**src/rtl/alu_seq_pkg.sv**
```systemverilog
// Shared types and constants for the ALU operation sequencer.
// Latency: none (declarations only).
// Backpressure: none (declarations only).
//
// Contents: controller state enum, status LED bit positions, replay-state helper.
package alu_seq_pkg;

  typedef enum logic [3:0] {
    GEN_A,
    GEN_B,
    SHOW_A,
    SHOW_B,
    WAIT_OP,
    EXEC,
    SHOW_R,
    REPLAY,
    REPLAY_HOLD
  } state_t;

  // Status LED bit positions: operand A view, operand B view, then one LED
  // per ALU op starting at LED_OP0.
  localparam int LED_A   = 0;
  localparam int LED_B   = 1;
  localparam int LED_OP0 = 2;

  function automatic logic is_replay(input state_t s);
    return (s == REPLAY) || (s == REPLAY_HOLD);
  endfunction

endpackage

```
**src/rtl/dwell_timer.sv**
```systemverilog
// Dwell counter: counts cycles since the last load, done once limit cycles have elapsed.
// Latency: done rises in the limit-th cycle after load (cycle after load counts as 1).
// Backpressure: none; the counter saturates at done until the next load.
//
// Ports: clk, rst (async, active-high); load clears the count; limit is the
// dwell length in cycles (0 behaves like 1); done is combinational from the count.
module dwell_timer #(
  parameter int W = 4
) (
  input  logic         clk,
  input  logic         rst,
  input  logic         load,
  input  logic [W-1:0] limit,
  output logic         done
);

  logic [W-1:0] cnt;
  logic [W:0]   cnt_p1;

  // Compare one bit wider so a full-scale limit never wraps.
  assign cnt_p1 = {1'b0, cnt} + (W+1)'(1);
  assign done   = (cnt_p1 >= {1'b0, limit});

  always_ff @(posedge clk or posedge rst) begin
    if (rst) begin
      cnt <= '0;
    end else if (load) begin
      cnt <= '0;
    end else if (!done) begin
      cnt <= cnt + W'(1);
    end
  end

endmodule

```
**src/rtl/alu_seq_ctrl.sv**
```systemverilog
// Sequencer driving an LFSR/register-file/ALU datapath: generate operands, show them, wait for an op, execute, show result, replay.
// Latency: GEN 2 cycles, each view SHOW_CYC cycles, EXEC 1 cycle after a fresh op press; REPLAY_CYC cycles per replayed address.
// Backpressure: none; op presses are accepted only in WAIT_OP and only after the buttons were released for a cycle.
//
// Ports: clk, rst (async, active-high); op_btn one-hot op request; mode_btn replay toggle;
// lfsr_we/rf_we/wr_sel/rd_addr/rs1_addr/rs2_addr/alu_op datapath controls; disp_en display
// enable; leds status (A view, B view, active op); valid_slots number of completed slots.
module alu_seq_ctrl
  import alu_seq_pkg::*;
#(
  parameter int N_SLOTS    = 10,
  parameter int ADDR_W     = 5,
  parameter int OP_W       = 2,
  parameter int SHOW_CYC   = 3,
  parameter int REPLAY_CYC = 20000000
) (
  input  logic                         clk,
  input  logic                         rst,
  input  logic [2**OP_W-1:0]           op_btn,
  input  logic                         mode_btn,
  output logic                         lfsr_we,
  output logic                         rf_we,
  output logic                         wr_sel,
  output logic [ADDR_W-1:0]            rd_addr,
  output logic [ADDR_W-1:0]            rs1_addr,
  output logic [ADDR_W-1:0]            rs2_addr,
  output logic [OP_W-1:0]              alu_op,
  output logic                         disp_en,
  output logic [2**OP_W+1:0]           leds,
  output logic [$clog2(N_SLOTS+1)-1:0] valid_slots
);

  localparam int N_BTN  = 2**OP_W;
  localparam int LEDS_W = N_BTN + 2;
  localparam int VW     = $clog2(N_SLOTS + 1);
  localparam int DW_MAX = (SHOW_CYC > REPLAY_CYC) ? SHOW_CYC : REPLAY_CYC;
  localparam int TW     = $clog2(DW_MAX + 1);
  localparam logic [ADDR_W-1:0] LAST_BASE = ADDR_W'(3 * (N_SLOTS - 1));

  state_t            state, state_nxt;
  logic [ADDR_W-1:0] base;
  logic [ADDR_W-1:0] rp_addr;
  logic [OP_W-1:0]   op_lat;
  logic [OP_W-1:0]   op_idx;
  logic              op_any, op_prev;
  logic              mode_q, mode_edge;
  logic              run_q;
  logic              tmr_load, tmr_done;
  logic [TW-1:0]     tmr_limit;
  logic              slot_done, rp_step, exec_go, rp_last;
  logic [ADDR_W:0]   vs_ext, rp_span;

  assign op_any    = |op_btn;
  assign mode_edge = mode_btn & ~mode_q;

  // Lowest set button wins when several are pressed together.
  always_comb begin
    op_idx = '0;
    for (int i = N_BTN - 1; i >= 0; i--) begin
      if (op_btn[i]) op_idx = OP_W'(i);
    end
  end

  // Replay covers 3*valid_slots addresses; shift-add keeps it multiplier-free.
  assign vs_ext  = (ADDR_W+1)'(valid_slots);
  assign rp_span = (vs_ext << 1) + vs_ext;
  assign rp_last = (({1'b0, rp_addr} + (ADDR_W+1)'(1)) == rp_span);

  assign tmr_limit = (state == REPLAY_HOLD) ? TW'(REPLAY_CYC) : TW'(SHOW_CYC);

  dwell_timer #(.W(TW)) u_dwell (
    .clk   (clk),
    .rst   (rst),
    .load  (tmr_load),
    .limit (tmr_limit),
    .done  (tmr_done)
  );

  always_ff @(posedge clk or posedge rst) begin
    if (rst) state <= GEN_A;
    else     state <= state_nxt;
  end

  always_comb begin
    state_nxt = state;
    slot_done = 1'b0;
    rp_step   = 1'b0;
    exec_go   = 1'b0;
    tmr_load  = 1'b0;
    // run_q holds GEN_A quiet for the first cycle after reset so no write
    // is issued before the controller is actually running.
    if (!run_q) begin
      state_nxt = GEN_A;
    end else if (mode_edge && is_replay(state)) begin
      state_nxt = GEN_A;
    end else if (mode_edge && (valid_slots != '0)) begin
      state_nxt = REPLAY;
    end else begin
      case (state)
        GEN_A:   state_nxt = GEN_B;
        GEN_B:   state_nxt = SHOW_A;
        SHOW_A:  if (tmr_done) state_nxt = SHOW_B;
        SHOW_B:  if (tmr_done) state_nxt = WAIT_OP;
        WAIT_OP: begin
          // Only a fresh press counts: a button still held from the last
          // operation must be released for at least one cycle first.
          if (op_any && !op_prev) begin
            exec_go   = 1'b1;
            state_nxt = EXEC;
          end
        end
        EXEC:    state_nxt = SHOW_R;
        SHOW_R: begin
          if (tmr_done) begin
            slot_done = 1'b1;
            state_nxt = GEN_A;
          end
        end
        REPLAY:  state_nxt = REPLAY_HOLD;
        REPLAY_HOLD: begin
          if (tmr_done) begin
            if (rp_last) state_nxt = GEN_A;
            else         rp_step   = 1'b1;
          end
        end
        default: state_nxt = GEN_A;
      endcase
    end
    // Every state entry, and every new replay address, restarts the dwell.
    tmr_load = (state_nxt != state) || rp_step;
  end

  always_ff @(posedge clk or posedge rst) begin
    if (rst) begin
      base        <= '0;
      valid_slots <= '0;
      op_lat      <= '0;
      op_prev     <= 1'b0;
      mode_q      <= 1'b0;
      run_q       <= 1'b0;
      rp_addr     <= '0;
    end else begin
      run_q   <= 1'b1;
      op_prev <= op_any;
      mode_q  <= mode_btn;
      if (exec_go) op_lat <= op_idx;
      if (slot_done) begin
        base <= (base == LAST_BASE) ? '0 : base + ADDR_W'(3);
        if (valid_slots != VW'(N_SLOTS)) valid_slots <= valid_slots + VW'(1);
      end
      if ((state_nxt == REPLAY) && (state != REPLAY)) rp_addr <= '0;
      else if (rp_step)                                rp_addr <= rp_addr + ADDR_W'(1);
    end
  end

  always_comb begin
    lfsr_we  = 1'b0;
    rf_we    = 1'b0;
    wr_sel   = 1'b0;
    rd_addr  = '0;
    rs1_addr = '0;
    rs2_addr = '0;
    alu_op   = '0;
    disp_en  = 1'b0;
    leds     = '0;
    if (run_q) begin
      case (state)
        GEN_A: begin
          lfsr_we = 1'b1;
          rf_we   = 1'b1;
          rd_addr = base;
        end
        GEN_B: begin
          lfsr_we = 1'b1;
          rf_we   = 1'b1;
          rd_addr = base + ADDR_W'(1);
        end
        SHOW_A: begin
          disp_en  = 1'b1;
          rs2_addr = base;
          leds     = LEDS_W'(1) << LED_A;
        end
        SHOW_B: begin
          disp_en  = 1'b1;
          rs2_addr = base + ADDR_W'(1);
          leds     = LEDS_W'(1) << LED_B;
        end
        EXEC: begin
          rf_we    = 1'b1;
          wr_sel   = 1'b1;
          rs1_addr = base;
          rs2_addr = base + ADDR_W'(1);
          rd_addr  = base + ADDR_W'(2);
          alu_op   = op_lat;
          leds     = LEDS_W'(1) << (LED_OP0 + int'(op_lat));
        end
        SHOW_R: begin
          disp_en  = 1'b1;
          rs2_addr = base + ADDR_W'(2);
        end
        REPLAY_HOLD: begin
          disp_en  = 1'b1;
          rs2_addr = rp_addr;
        end
        default: ;
      endcase
    end
  end

endmodule

```
**config.mk**
```make
export PLATFORM = sky130hd
export DESIGN_NAME = alu_seq_ctrl
export DESIGN_NICKNAME = d
export VERILOG_FILES = /design/src/rtl/alu_seq_pkg.sv /design/src/rtl/dwell_timer.sv /design/src/rtl/alu_seq_ctrl.sv
export SDC_FILE = /design/constraint.sdc
export NUM_CORES = 1
export LEC_CHECK = 0
export CAP_MARGIN = 30
export CORE_MARGIN = 2
export CORE_UTILIZATION = 64
export CTS_CLUSTER_DIAMETER = 120
export DETAILED_ROUTE_END_ITERATION = 7
export PLACE_DENSITY = 0.93
export SYNTH_ARGS = -nofsm -noshare
export SYNTH_HDL_FRONTEND = slang
export SYNTH_SLANG_ARGS = --single-unit
```
**constraint.sdc**
```tcl
create_clock -name clk -period 10.36 [get_ports clk]
set_clock_uncertainty 0.15 [all_clocks]
set_input_delay 1.554 -clock clk [delete_from_list [all_inputs] [get_ports clk]]
set_output_delay 1.554 -clock clk [all_outputs]
set_load 0.01 [all_outputs]
```
After elaboration in Yosys (flattened, before gate mapping). Index checks and enable logic that the tools add are counted.

Bits in registers: 48. Bits in latches: 0. Memory bits (writable): 0. Bits in read-only memories: 0. Bits of input ports: 7. Output and inout bits: 31. Word-level logic and storage cells: 108. Memories: 0.

$add $sub $neg: 10. Multiply operators: 0. Div/mod/pow operators: 0. $lt $le $gt $ge: 1. Eq/ne operators: 15. Shifts and indexed selects: 1. Mux-type cells: 54. Bitwise gates (word level): 2. Reductions and logical operators: 16.

Operator list (count): two-way mux 25 bit (3); two-way mux 4 bit (9); case mux 4 bit (9 select lines) (1); two-way mux 5 bit (7); adder 25 x 1 -> 26 bit, second input constant (1); greater-or-equal comparator 26 x 25 -> 1 bit (1); adder 25 x 1 -> 25 bit, second input constant (1); two-way mux 1 bit (24); == test 4 x 3 -> 1 bit, second input constant (5); case mux 5 bit (4 select lines) (1); case mux 6 bit (3 select lines) (1); case mux 5 bit (3 select lines) (1); two-way mux 2 bit (6); adder 5 x 1 -> 5 bit, second input constant (2); adder 5 x 2 -> 5 bit, second input constant (2); == test 4 x 2 -> 1 bit, second input constant (2); OR reduction 4 bit (2); adder 5 x 1 -> 6 bit, second input constant (1); adder 5 x 4 -> 6 bit (1); == test 6 bit (1); two-way mux 6 bit (1); << shifter 1 x 3 -> 6 bit, first input constant (1); == test 5 bit, second input constant (1); adder 4 x 1 -> 4 bit, second input constant (1); other kinds (18) (23).

Logic depth before layout (Yosys ltp).
Depth in word-level cells: 11. Mapped depth: 19. Gate-level depth less buffers: 15.

Hierarchy. A second synthesis with hierarchy kept.

Cell total of the unflattened synthesis: 572. Area total of the unflattened synthesis: 4674.5 um^2.

By module, submodules not included: dwell_timer (times used 1, cells each 276, area each 2388.5 um^2, sequential area each 625.6 um^2); alu_seq_ctrl (times used 1, cells each 296, area each 2285.9 um^2, sequential area each 575.6 um^2).

Worst setup path before layout. OpenSTA, ideal clock, no wires.

Kind: input to output. Start: in mode_btn. End: out leds[1]. Arrival time: 2232 ps. Data required time: 8656 ps. Slack: 6424 ps. Stages: 4. Buffers on the path: 1. Path through: nor2b_1 > a21bo_2 > clkbuf_1 > nor2_1.

RTL lines: start: declaration (line alu_seq_ctrl.sv:20) `input logic mode_btn,`; end: declaration (line alu_seq_ctrl.sv:29) `output logic [2**OP_W+1:0] leds,`.

Final worst setup path.
Start: reg u_dwell.cnt[0]. End: reg u_dwell.cnt[23].

Cells in the longest elaborated chain, start to end: 10. Elaborated cells between the ends (all ways): 21. Those cells by class: 2 x add/sub; 1 x order compare; 2 x eq/ne; 15 x mux; 1 x reduce/logical.

Ends and longest elaborated chain: start: declaration (line dwell_timer.sv:17) `logic [W-1:0] cnt;`; start signal: assignment (line dwell_timer.sv:30) `cnt <= cnt + W'(1);`; adder 25 x 1 -> 26 bit (line dwell_timer.sv:21) `assign cnt_p1 = {1'b0, cnt} + (W+1)'(1);`; greater-or-equal comparator 26 x 25 -> 1 bit (line dwell_timer.sv:22) `assign done = (cnt_p1 >= {1'b0, limit});`; two-way mux 4 bit, on equally long branches; case mux 4 bit (9 select lines) (line alu_seq_ctrl.sv:99) `case (state)`; two-way mux 4 bit (line alu_seq_ctrl.sv:96) `end else if (mode_edge && (valid_slots != '0)) begin`; two-way mux 4 bit (line alu_seq_ctrl.sv:94) `end else if (mode_edge && is_replay(state)) begin`; two-way mux 4 bit (line alu_seq_ctrl.sv:92) `if (!run_q) begin`; inequality test 4 bit (line alu_seq_ctrl.sv:130) `tmr_load = (state_nxt != state) || rp_step;`; logical OR 1 bit (line alu_seq_ctrl.sv:130); inequality test 2 bit (no source line) / two-way mux 25 bit (equally long branches).

Parallel ways exist; a longest one is shown, timed or not. The select of a mux whose other input is x is not followed. A chain may end at the register's enable or synchronous reset.

==> results_dict.tcl <==
set metrics [dict create \
    met2_usage_pct 49.1 \
    synth_top_area_share_pct 27.1 \
    initial_core_util_pct 65.6 \
    numPlacedInstances 602 \
    n_antenna_cell 0 \
    drive_gt1_share_pct 10.8 \
    clock_path_buffers 2 \
    drcViolationCount 0 \
    synthCells 522 \
    fp.dieW_um 87.2 \
    outcome "finished, final reports clean" \
    grt_overflow 0 \
    cts_setup_buffers 0 \
    syn_to_final_growth_pct 9.06 \
    fin_crit_ps 5030 \
    tightestPinTransition_ps 999 \
    fmax_ghz 0.199 \
    drt-vias-per-instance 6.55 \
    cts_resized 0 \
    clock_sinks 48 \
    async_flop_share_pct 100 \
    routedWlPerCell_um 17.1 \
    rsz0062_at_grt "no" \
    arrival_ps 5040 \
    cts_tree "built" \
    power.total_w 0.000879 \
    max_cap_viol_count 0 \
    min_period_over_period_pct 48.6 \
    busiest_layer "met2" \
    crit_required_ps 10370 \
    cts-root-buf "clkbuf_8" \
    num_rows 30 \
    fin_util_pct 71.6 \
    port_buffers 37 \
    end_kind "flop" \
    clkLatencyLatePin_ps 310 \
    hp-class "flop to flop" \
    grt_usage_pct 28.4 \
    crit_fanout 31 \
    synth-main-ff-cell "dfrtp_1" \
    yosysSeqAreaShare_pct 27.1 \
    multi_input_area_sq_um 2950 \
    drt_iter0_markers 276 \
    syn_nets 554 \
    hold_viol 0 \
    cts_hold_buffers 0 \
    wirelength_um 10400 \
    synth_commonest_cells "dfrtp_1, xnor2_1, nor2_1" \
    drtAntennaViolNets 0 \
    cp-start-kind "flop" \
    ios 38 \
    die_h_um 87.2 \
    met1_usage_pct 36.5 \
    final.setup.tns_ps 0 \
    grt_pass1_vias 3737 \
    ys_ff_latch 48 \
    synth_cell_types 73 \
    route.vias.total 3994 \
    grt_pass1_wl_um 17500 \
    grt_max_degree 38 \
    fin_cells 610 \
    antenna_found_initial 0 \
    synth-edff-count 0 \
    fillers 510 \
    seq_area_sq_um 1200 \
    slew_headroom_pct 33.1 \
    place_congestion 0.877 \
    met3_usage_pct 4.83 \
    slew_viol_final 0 \
    avgSynthCellArea_sq_um 8.49 \
    p_per_area_nw_per_um2 182 \
    numCtsBuffers 5 \
    final_nets 561 \
    clk_pin_slew_ps 100 \
    post-synth-top-count-cell "dfrtp_1" \
    drtPass1Iterations 5 \
    dpl.hpwl_um 7310 \
    synth_area_leaders "dfrtp_1, xnor2_1, ha_1, nor3_2, nor2_1" \
    synthesis.area_sq_um 4430 \
    setup_violations 0 \
    htree_num_levels 2 \
    critPathKind "flop to flop" \
    dieArea_sq_um 7610 \
    yosysTopAreaCell "dfrtp_1" \
    peakVddDrop_uv 132 \
    coreArea_sq_um 6760 \
    synth_warnings 0 \
    p_leak_nw 1.92 \
]
==> worst paths after layout <==
path                                      from              end  slack (ps)  cells after the start
worst max-delay path            u_dwell.cnt[0]  u_dwell.cnt[23]        5330                     14
min in group asynchronous                  rst         state[1]        1350                      2
worst min-delay path                 op_lat[0]        op_lat[0]         430                      2
worst max register to register  u_dwell.cnt[0]  u_dwell.cnt[23]        5330                     14
worst min register to register       op_lat[0]        op_lat[0]         430                      2
max in group asynchronous                  rst  u_dwell.cnt[10]        8220                      3
==> cell usage in the layout, fill, tap and decap left out, types with 8 or more instances in the layout <==
cell              n
nor2b_1          12
xor2_1           17
and2_1            9
ha_1             24
nor2_1           43
dfrtp_1          48
inv_1            13
xnor2_1          44
nor4_1           12
nand3_1          17
nor3_1           32
nand4_1          16
a21oi_1          25
clkdlybuf4s50_1  37
nor3_2           24
o21ai_0          17
nand2_1          32
and3_1            8
==> routing by layer <==
metal,routed length [um],vias up
li1,-,1887
met1,4290,1905
met2,5320,178
met3,648,24
met4,167,0
met5,0,-
==> sequential cells by signal (all words and copies together), names as in the netlist <==
signal and flops:
op_lat 2, u_dwell.cnt 25, rp_addr 5, op_prev 1
mode_q 1, run_q 1, base 5, state 4
valid_slots 4
==> kinds of logic after synthesis <==
family	Yosys count	synth area share (%)
multiplexers	6	1.41
XOR/XNOR	61	12.1
flip-flops	48	27.1
AND/OR/NAND/NOR	232	30.7
buffers and inverters	54	6.27
AO/OA/AOI/OAI	95	15.1
other	1	0.0846
adder cells (fa/ha/maj)	25	7.23
==> where the power goes <==
| group | internal, W | switching (W) |
|---|---|---|
| clock | 0.0000791 | 0.0000699 |
| combinational | 0.000171 | 0.000296 |
| sequential | 0.000205 | 0.0000580 |
| total | 0.000455 | 0.000424 |
==> worst max-delay path: stages, from the launching register on <==
cell and delay (ps):
dfrtp_1 510, ha_1 260, nand3_1 300, or2_2 440
nor3_1 280, nand3_1 210, nor2_1 160, xor2_1 80
ha_1 320, inv_1 50, o31a_1 340, nand2_2 550
a21oi_1 220, o211ai_4 840, nor3_1 150
==> layout make-up <==
cell class | count | share of cell area [%]
Clock buffer | 6 | 1.71
Clock inverter | 2 | 0.802
Inverter | 14 | 1.09
Multi-Input combinational cell | 420 | 61.1
Sequential cell | 48 | 24.8
Tap cell | 80 | 2.07
Timing Repair Buffer | 40 | 8.39
==> through the flow <==
stage	hold slack [ps]	area, sq um	setup WS [ps]
2_1_floorplan	343	4430	6420
3_3_place_gp	384	4690	5500
3_5_place_dp	421	4710	5380
4_1_cts	439	4830	5350
5_1_grt	474	4830	4970
6_report	434	4830	5330
(Power assumes the default switching activity.)
